$ cat src/rtl/dca_matrix_lsu_rreq_scheduler_pkg.sv
// Constants shared by the DCA matrix LSU read-request scheduler and the row collector.
// Covers the txn-info word layout, the bit-address width and the scheduler state encoding.
package dca_lsu_lpara;

  localparam int BW_BITADDR     = 35;
  localparam int BW_ARLEN       = 8;

  // txn_info = {is_last_row, 1'b0, arlen, bitaddr}
  localparam int TI_BITADDR_LSB = 0;
  localparam int TI_ARLEN_LSB   = TI_BITADDR_LSB + BW_BITADDR;
  localparam int TI_RSVD_BIT    = TI_ARLEN_LSB + BW_ARLEN;
  localparam int TI_LAST_BIT    = TI_RSVD_BIT + 1;
  localparam int BW_TXN_INFO    = TI_LAST_BIT + 1;

  typedef enum logic [1:0] {
    IDLE  = 2'd0,
    ISSUE = 2'd1,
    DRAIN = 2'd2
  } rreq_state_e;

endpackage

$ cat src/rtl/dca_matrix_lsu_rreq_scheduler_txn_fifo.sv
// First-word-fall-through FIFO holding txn-info words until the row collector takes them.
// The head reads as zero while the FIFO is empty.
module dca_matrix_lsu_txn_fifo
  import dca_lsu_lpara::*;
#(
  parameter int DEPTH = 4,
  parameter int WIDTH = BW_TXN_INFO
) (
  input  logic             clk,
  input  logic             rst,
  input  logic             push,
  input  logic [WIDTH-1:0] push_data,
  input  logic             pop,
  output logic [WIDTH-1:0] head,
  output logic             empty
);

  localparam int BW_PTR = (DEPTH > 1) ? $clog2(DEPTH) : 1;
  localparam int BW_CNT = $clog2(DEPTH + 1);
  localparam logic [BW_PTR-1:0] LAST_PTR = BW_PTR'(DEPTH - 1);

  logic [WIDTH-1:0]  mem [DEPTH];
  logic [BW_PTR-1:0] wr_ptr;
  logic [BW_PTR-1:0] rd_ptr;
  logic [BW_CNT-1:0] count;
  logic              do_pop;

  assign empty  = (count == '0);
  assign do_pop = pop && !empty;
  assign head   = empty ? '0 : mem[rd_ptr];

  always_ff @(posedge clk) begin
    if (push) mem[wr_ptr] <= push_data;
  end

  always_ff @(posedge clk or posedge rst) begin
    if (rst) begin
      wr_ptr <= '0;
      rd_ptr <= '0;
      count  <= '0;
    end else begin
      if (push)   wr_ptr <= (wr_ptr == LAST_PTR) ? '0 : wr_ptr + 1'b1;
      if (do_pop) rd_ptr <= (rd_ptr == LAST_PTR) ? '0 : rd_ptr + 1'b1;
      case ({push, do_pop})
        2'b10:   count <= count + 1'b1;
        2'b01:   count <= count - 1'b1;
        default: count <= count;
      endcase
    end
  end

endmodule

$ cat src/rtl/dca_matrix_lsu_rreq_scheduler.sv
// Turns one matrix-load command into one AXI AR burst per row plus a matching txn-info word.
// state | meaning:  IDLE | waiting for a command;  ISSUE | sending row bursts;  DRAIN | waiting for the last rows to complete.
module dca_matrix_lsu_rreq_scheduler
  import dca_lsu_lpara::*;
#(
  parameter int BW_ADDR          = 32,
  parameter int MAX_NUM_AXI_DATA = 4,
  parameter int MAX_OUTSTANDING  = 4,
  parameter int BW_NUM_ROW       = 16
) (
  input  logic                                  clk,
  input  logic                                  rst,
  input  logic                                  enable,
  input  logic                                  cmd_valid,
  output logic                                  cmd_ready,
  input  logic [BW_ADDR-1:0]                    cmd_base_addr,
  input  logic [BW_ADDR-1:0]                    cmd_stride,
  input  logic [BW_NUM_ROW-1:0]                 cmd_num_row,
  input  logic [$clog2(MAX_NUM_AXI_DATA+1)-1:0] cmd_num_beat,
  output logic [BW_ADDR-1:0]                    araddr,
  output logic [7:0]                            arlen,
  output logic                                  arvalid,
  input  logic                                  arready,
  output logic                                  txn_info_valid,
  input  logic                                  txn_info_ready,
  output logic [BW_TXN_INFO-1:0]                txn_info,
  input  logic                                  row_done,
  output logic                                  busy,
  output logic                                  done
);

  localparam int BW_NUM_BEAT = $clog2(MAX_NUM_AXI_DATA + 1);
  localparam int BW_OUT      = $clog2(MAX_OUTSTANDING + 1);
  localparam logic [BW_OUT-1:0]      MAX_OUT  = BW_OUT'(MAX_OUTSTANDING);
  localparam logic [BW_NUM_BEAT-1:0] MAX_BEAT = BW_NUM_BEAT'(MAX_NUM_AXI_DATA);

  rreq_state_e            state;
  rreq_state_e            state_nxt;
  logic [BW_ADDR-1:0]     addr;
  logic [BW_ADDR-1:0]     stride_q;
  logic [BW_NUM_ROW-1:0]  num_row_q;
  logic [BW_NUM_ROW-1:0]  row_cnt;
  logic [BW_ARLEN-1:0]    arlen_q;
  logic [BW_OUT-1:0]      outstanding;
  logic                   zero_done_q;
  logic                   cmd_hs;
  logic                   ar_hs;
  logic                   row_dec;
  logic                   is_last_row;
  logic                   drain_done;
  logic                   fifo_empty;
  logic [BW_NUM_BEAT-1:0] beat_clamped;
  logic [BW_ADDR+2:0]     bitaddr_full;
  logic [BW_TXN_INFO-1:0] txn_word;
  logic [BW_TXN_INFO-1:0] fifo_head;

  // rst gates cmd_ready so every output reads zero while reset is held
  assign cmd_ready   = (state == IDLE) && enable && !rst;
  assign cmd_hs      = cmd_valid && cmd_ready;
  assign arvalid     = (state == ISSUE) && enable && (outstanding < MAX_OUT);
  assign ar_hs       = arvalid && arready;
  assign row_dec     = row_done && enable && (outstanding != '0);
  assign is_last_row = (row_cnt == num_row_q - 1'b1);
  assign drain_done  = (state == DRAIN) && enable && (outstanding == '0);

  assign araddr         = addr;
  assign arlen          = arlen_q;
  assign busy           = (state != IDLE);
  assign done           = drain_done || (zero_done_q && enable);
  assign txn_info_valid = !fifo_empty && enable;
  assign txn_info       = fifo_head;

  assign bitaddr_full = {addr, 3'b000};
  assign txn_word     = {is_last_row, 1'b0, arlen_q, BW_BITADDR'(bitaddr_full)};

  always_comb begin
    beat_clamped = cmd_num_beat;
    if (cmd_num_beat == '0)            beat_clamped = BW_NUM_BEAT'(1);
    else if (cmd_num_beat > MAX_BEAT)  beat_clamped = MAX_BEAT;
  end

  always_ff @(posedge clk or posedge rst) begin
    if (rst) state <= IDLE;
    else     state <= state_nxt;
  end

  always_comb begin
    state_nxt = state;
    unique case (state)
      IDLE:    if (cmd_hs && (cmd_num_row != '0)) state_nxt = ISSUE;
      ISSUE:   if (ar_hs && is_last_row)          state_nxt = DRAIN;
      DRAIN:   if (drain_done)                    state_nxt = IDLE;
      default: state_nxt = IDLE;
    endcase
  end

  always_ff @(posedge clk or posedge rst) begin
    if (rst) begin
      addr        <= '0;
      stride_q    <= '0;
      num_row_q   <= '0;
      row_cnt     <= '0;
      arlen_q     <= '0;
      outstanding <= '0;
      zero_done_q <= 1'b0;
    end else begin
      if (cmd_hs) begin
        addr      <= cmd_base_addr;
        stride_q  <= cmd_stride;
        num_row_q <= cmd_num_row;
        arlen_q   <= BW_ARLEN'(beat_clamped - BW_NUM_BEAT'(1));
        row_cnt   <= '0;
      end else if (ar_hs) begin
        addr    <= addr + stride_q;
        row_cnt <= row_cnt + 1'b1;
      end
      // a zero-row command completes without leaving IDLE
      if (enable) zero_done_q <= cmd_hs && (cmd_num_row == '0);
      case ({ar_hs, row_dec})
        2'b10:   outstanding <= outstanding + 1'b1;
        2'b01:   outstanding <= outstanding - 1'b1;
        default: outstanding <= outstanding;
      endcase
    end
  end

  dca_matrix_lsu_txn_fifo #(
    .DEPTH (MAX_OUTSTANDING),
    .WIDTH (BW_TXN_INFO)
  ) u_txn_fifo (
    .clk       (clk),
    .rst       (rst),
    .push      (ar_hs),
    .push_data (txn_word),
    .pop       (txn_info_valid && txn_info_ready),
    .head      (fifo_head),
    .empty     (fifo_empty)
  );

endmodule
$ cat config.mk
export PLATFORM = sky130hd
export DESIGN_NAME = dca_matrix_lsu_rreq_scheduler
export DESIGN_NICKNAME = d
export VERILOG_FILES = /design/src/rtl/dca_matrix_lsu_rreq_scheduler_pkg.sv /design/src/rtl/dca_matrix_lsu_rreq_scheduler_txn_fifo.sv /design/src/rtl/dca_matrix_lsu_rreq_scheduler.sv
export SDC_FILE = /design/constraint.sdc
export NUM_CORES = 1
export LEC_CHECK = 0
export CAP_MARGIN = 30
export CORE_MARGIN = 3
export CORE_UTILIZATION = 50
export CTS_BUF_LIST = sky130_fd_sc_hd__clkbuf_16
export CTS_CLUSTER_SIZE = 30
export DETAILED_ROUTE_END_ITERATION = 12
export GPL_ROUTABILITY_DRIVEN = 0
export PLACE_DENSITY = 0.73
export SLEW_MARGIN = 20
export SYNTH_ARGS = -nofsm -noshare
export SYNTH_HDL_FRONTEND = slang
export SYNTH_HIERARCHICAL = 1
export SYNTH_SLANG_ARGS = --single-unit
export TNS_END_PERCENT = 1
$ cat constraint.sdc
create_clock -name clk -period 10 [get_ports clk]
set_clock_uncertainty 0.1 [all_clocks]
set_input_delay 2 -clock clk [delete_from_list [all_inputs] [get_ports clk]]
set_output_delay 2 -clock clk [all_outputs]
set_load 0.05 [all_outputs]
Word-level counts from Yosys, hierarchy flattened
Memory sizes are Yosys's and may differ from the RTL's.
Index checks and enable logic that the tools add are counted.
Storage, ports and cells
  bits in writable memories: 164
  memories: 1
  word-level logic and storage cells: 85
  register bits after elaboration: 117
Memories
  u_txn_fifo.mem: depth 4, width 41, rd ports 1, clocked after Yosys merged registers in 0, wr ports 1, line dca_matrix_lsu_rreq_scheduler_txn_fifo.sv:22  | logic [WIDTH-1:0] mem [DEPTH];
Operators by class
  reduce and logical (&&, ||, !) cells: 32
  equality and inequality tests: 12
  magnitude comparators: 2
  $add $sub $neg: 10
  mux-type cells: 17
Operator list (count)
  2-to-1 mux 32 bit: 2
  2-to-1 mux 45 bit: 1
  adder 32 bit: 1
  2-to-1 mux 16 bit: 2
  logical AND 1 bit: 17
  adder 16 x 1 -> 16 bit (second input constant): 1
  == test 16 bit: 1
  zero test 16 bit: 1
  nonzero test 16 bit: 1
  subtractor 16 x 1 -> 16 bit (second input constant): 1
  case mux 3 bit (2 select lines): 2
  == test 2 bit (second input constant): 5
  2-to-1 mux 2 bit: 5
  zero test 3 bit: 3
  nonzero test 2 bit: 4
  adder 3 x 1 -> 3 bit (second input constant): 2
  == test 2 x 1 -> 1 bit (second input constant): 3
  2-to-1 mux 3 bit: 2
  case mux 2 bit (3 select lines): 1
  subtractor 3 x 1 -> 3 bit (second input constant): 2
  adder 2 x 1 -> 2 bit (second input constant): 2
  inequality test 2 x 1 -> 1 bit (second input constant): 2
  subtractor 3 x 1 -> 4 bit (second input constant): 1
  > comparator 3 bit (second input constant): 1
  8 further kinds: 10

Depth between registers and ports, before layout
  depth after elaboration: 7
  mapped depth: 13
  mapped depth without buffers: 13

Hierarchy
The synthesis kept the hierarchy.
By module, submodules not included
  dca_matrix_lsu_txn_fifo: sequential area each 5580.4 um^2, cells an instance 324, area each 7216.9 um^2, instances 1
  dca_matrix_lsu_rreq_scheduler: sequential area each 2652.5 um^2, cells an instance 773, area each 6457.4 um^2, instances 1

Least setup slack after synthesis
OpenSTA, ideal clock, no wires.
  path kind: input port to flip-flop
  start point: input port enable
  end point: memory u_txn_fifo/mem[0][0] (netlist name), enable pin
  arrival time: 5729 ps
  path buffers: 2
  setup slack: 3764 ps
  required time: 9493 ps
  cell stages on the path: 6
  path through: nor4b_1 nand2_1 inv_1 buf_2 buf_1 and2_1
Between the ends
  longest elaborated chain between the ends: 5
Ends and longest elaborated chain
  from (decl): line dca_matrix_lsu_rreq_scheduler.sv:13  | input logic enable,
  logical AND 1 bit (2 in a row): line dca_matrix_lsu_rreq_scheduler.sv:60  | assign arvalid = (state == ISSUE) && enable && (outstanding < MAX_OUT);
  logical AND 1 bit: line dca_matrix_lsu_rreq_scheduler.sv:61  | assign ar_hs = arvalid && arready;
  net ar_hs: line dca_matrix_lsu_rreq_scheduler.sv:47  | logic ar_hs;
  2-to-1 mux 1 bit: line dca_matrix_lsu_rreq_scheduler_txn_fifo.sv:33  | if (push) mem[wr_ptr] <= push_data;
  2-to-1 mux 1 bit (implied by the code): line dca_matrix_lsu_rreq_scheduler_txn_fifo.sv:33
  to (decl): line dca_matrix_lsu_rreq_scheduler_txn_fifo.sv:22
The timed path passes the listed nets, and every way through them passes these cells.

Worst setup path after layout
  start point: input port enable
  end point: output port cmd_ready
Between the ends
  longest elaborated chain between the ends: 2
Ends and longest elaborated chain
  logical AND 1 bit (2 in a row): line dca_matrix_lsu_rreq_scheduler.sv:58  | assign cmd_ready = (state == IDLE) && enable && !rst;
  to (decl): line dca_matrix_lsu_rreq_scheduler.sv:15  | output logic cmd_ready,
No other way between the ends.

==> flow_summary_export.csv <==
group,metric,value,unit
pwr,cellPowerDensity,331.9,mW/mm²
worst_setup_path,worstSetupPathType,"in2out",
route,drc,0,
hold_path,min_delay_path_depth,2,
pwr,switching_power,0.002306,W
place,io_buffers,179,
run,cap_violations,0,
floorplanning,start_util,51.60,%
synth,synth.most_common_cell,"nand2_1",
sta,finalSetupViolCount,0,
clock_network,cts-root-buf,"clkbuf_16",
synth,synth_enable_flop_cells,180,
synth,async_reset_ff_share,38.57,%
synth,synth_cell_types,64,
route,via_count,9069,
clock_network,postCtsResizedCells,0,
clock_network,clk_pin_slew,0.06,ns
synth,synth_top_area_share,39.53,%
floorplanning,die_w,171.4,µm
clock_network,numCtsBuffers,30,
floorplanning,core-area,0.02650,mm²
worst_setup_path,startpoint_type,"primary input",
worst_setup_path,reg2regPathDepth,11,
worst_setup_path,reg2reg_slack,6.31,ns
sta,finalSetupTns,0,ns
clock_network,cts_tree,"done",
sta,min_period,6.366,ns
floorplanning,die-area,0.02937,mm²
pwr,combPwrFrac,45.7,%
route,ant_nets,0,
sta,worst_pin_slew,0.8627,ns
synth,synth.area.top_cells,"edfxtp_1 (40%), dfrtp_1 (21%), mux4_2 (7.4%)",
global_route,grt_antenna_before_repair,1,
layout,fin_nets,1419,
floorplanning,ios,180,
pwr,pwr-share-seq,33.8,%
layout,syn_to_final_growth,23.44,%
synth,syn_area_per_cell,12.47,µm²
worst_setup_path,cp.arrival,4.27,ns
synth,syn-cell-area,0.01367,mm²
synth,postSynthCellCount,1097,
global_route,grt_overflow,0,
worst_setup_path,crit_path_end_kind,"primary output",
sta,slew_viol_final,0,
synth,ys_warn_count,6,
layout,n_antenna_cell,0,
route,first_iter_violations,662,
synth,synth_top_area_cell,"edfxtp_1",
route,via_per_inst,5.516,
synth,synthTopCellsByCount,"nand2_1 (198), edfxtp_1 (180), dfrtp_1 (113), nor2_1 (63), a21oi_1 (60)",
clock_network,cts_sinks,293,
sta,fin_crit_sh,63.66,%
clock_network,cts.path.max_buffers,3,
place,dp_hpwl,20.82,mm
route,routed_wl,30.96,mm
pwr,netSwitchingFraction,41.16,%
clock_network,cts_hold_buf,0,
sta,rsz0062_at_grt,"false",
synth,ys_seq_area_share,60.21,%
floorplanning,die_h,171.4,µm
worst_setup_path,critPathRequiredTime,7.90,ns
sta,hold_violations,0,
pwr,clock_power_share,20.5,%
hold_path,hold_class,"reg2reg",
route,wire_per_inst,18.83,µm
clock_network,cts_setup_buffers,0,
clock_network,clk_latency,0.54,ns
place,pre_cts_slack,3.625,ns
pwr,leakage,6.565,nW
route,dr.pass1.iters,5,
clock_network,cts_max_level,1,
sta,slew_headroom,42.49,%
global_route,grt_pass1_vias,9009,
sta,setup_slack,3.634,ns
floorplanning,fp-row-count,59,
sta,max_freq,157.1,MHz
layout,drive_gt1_share,9.778,%
outcome,status,"finished clean",
global_route,grt_max_degree,87,
pwr,internal-power,0.003297,W
global_route,grt_pass1_wl,48.53,mm
synth,yosys_register_bits,293,
worst_setup_path,critical_path.max_fanout,7,
synth,synthFlopType,"edfxtp_1",
pwr,peakVddDrop,0.1525,mV
global_route,grtUsageTotal,21.11,%
-- layout by cell type (no fill, tap or decap), types with 5 or more instances in the layout --
cell / count
nand2_1: 197
edfxtp_1: 180
clkdlybuf4s50_1: 179
dfrtp_1: 111
nor2_1: 63
a21oi_1: 60
nor2b_1: 54
mux4_2: 45
ha_1: 41
o21ai_0: 39
inv_1: 34
xor2_1: 33
xnor2_1: 32
clkbuf_16: 31
conb_1: 16
a31oi_1: 12
nand3_1: 12
nor3_1: 10
a21o_1: 10
buf_4: 10
and3_1: 8
o21ai_1: 7
a211oi_1: 7
nand4_1: 7
o22ai_1: 6
or3_1: 6
a22oi_1: 5
nor4_1: 5
bufinv_16: 5
-- cell type report --
type	count	area (µm²)
Inverter	30	115.1
Clock inverter	25	262.8
Fill cell	1978	9622
Clock buffer	31	775.7
Timing Repair Buffer	191	1914
Sequential cell	293	8238
Multi-Input combinational cell	739	5155
Tap cell	335	419.2
-- worst paths after layout --
check	start	to
setup / recovery	enable	cmd_ready
hold / removal	stride_q[18]	stride_q[18]
setup reg to reg	araddr[10]	araddr[31]
hold reg to reg	stride_q[18]	stride_q[18]
max in group asynchronous	rst	arlen[0]
min in group asynchronous	rst	u_txn_fifo/wr_ptr[1]
-- worst max-delay path: stages --
cell,delay (ns)
clkdlybuf4s50_1,0.76
nor3b_1,0.58
clkdlybuf4s50_1,0.92
-- routing by layer --
| layer | part of all wire, % | GRT usage (%) |
|---|---|---|
| met3 | 5.4 | 2.942 |
| met2 | 49 | 35.55 |
| met4 | 1.7 | 4.654 |
| met5 | 0.032 | 0 |
| met1 | 44 | 29.67 |
-- power groups by stage --
| stage | combinational, W | sequential, W | clock [W] |
|---|---|---|---|
| after floorplan | 0.00168 | 0.00200 | 0 |
| after global placement | 0.00244 | 0.00195 | 0 |
| after detailed placement | 0.00250 | 0.00195 | 0 |
| after CTS | 0.00252 | 0.00193 | 0.00117 |
| after global routing | 0.00276 | 0.00193 | 0.00121 |
| final | 0.00256 | 0.00189 | 0.00115 |
-- flip-flops by register name (all words and copies together), names as in the netlist --
register           count
araddr                32
arlen                  4
num_row_q             16
outstanding            3
row_cnt               16
state                  2
stride_q              32
u_txn_fifo/count       3
u_txn_fifo/mem       180
u_txn_fifo/rd_ptr      2
u_txn_fifo/wr_ptr      2
zero_done_q            1
-- logic make-up (layout without fill, tap and decap cells) --
family / count (synthesis) / after routing / synth area share [%]
multiplexers: 49 / 49 / 7.732
AND/OR/NAND/NOR: 396 / 396 / 13.50
AO/OA/AOI/OAI: 169 / 169 / 7.567
adder cells (fa/ha/maj): 44 / 44 / 4.191
XOR/XNOR: 65 / 65 / 4.163
flip-flops: 293 / 293 / 60.21
buffers and inverters: 80 / 277 / 2.617
other: 1 / 16 / 0.02742
-- stage by stage --
stage	area [µm²]	util, %	hold WS [ns]	std cells	total power (W)
2_1_floorplan	13730	-	0.3426	1112	0.003680
3_3_place_gp	15790	59.60	0.3626	1586	0.004395
3_5_place_dp	15810	59.67	0.3707	1587	0.004455
4_1_cts	16850	63.59	0.3857	1643	0.005622
5_1_grt	16880	63.69	0.4146	1644	0.005902
6_report	16880	63.69	0.3781	1644	0.005602
Note: power is estimated with default switching activity, not from simulation.
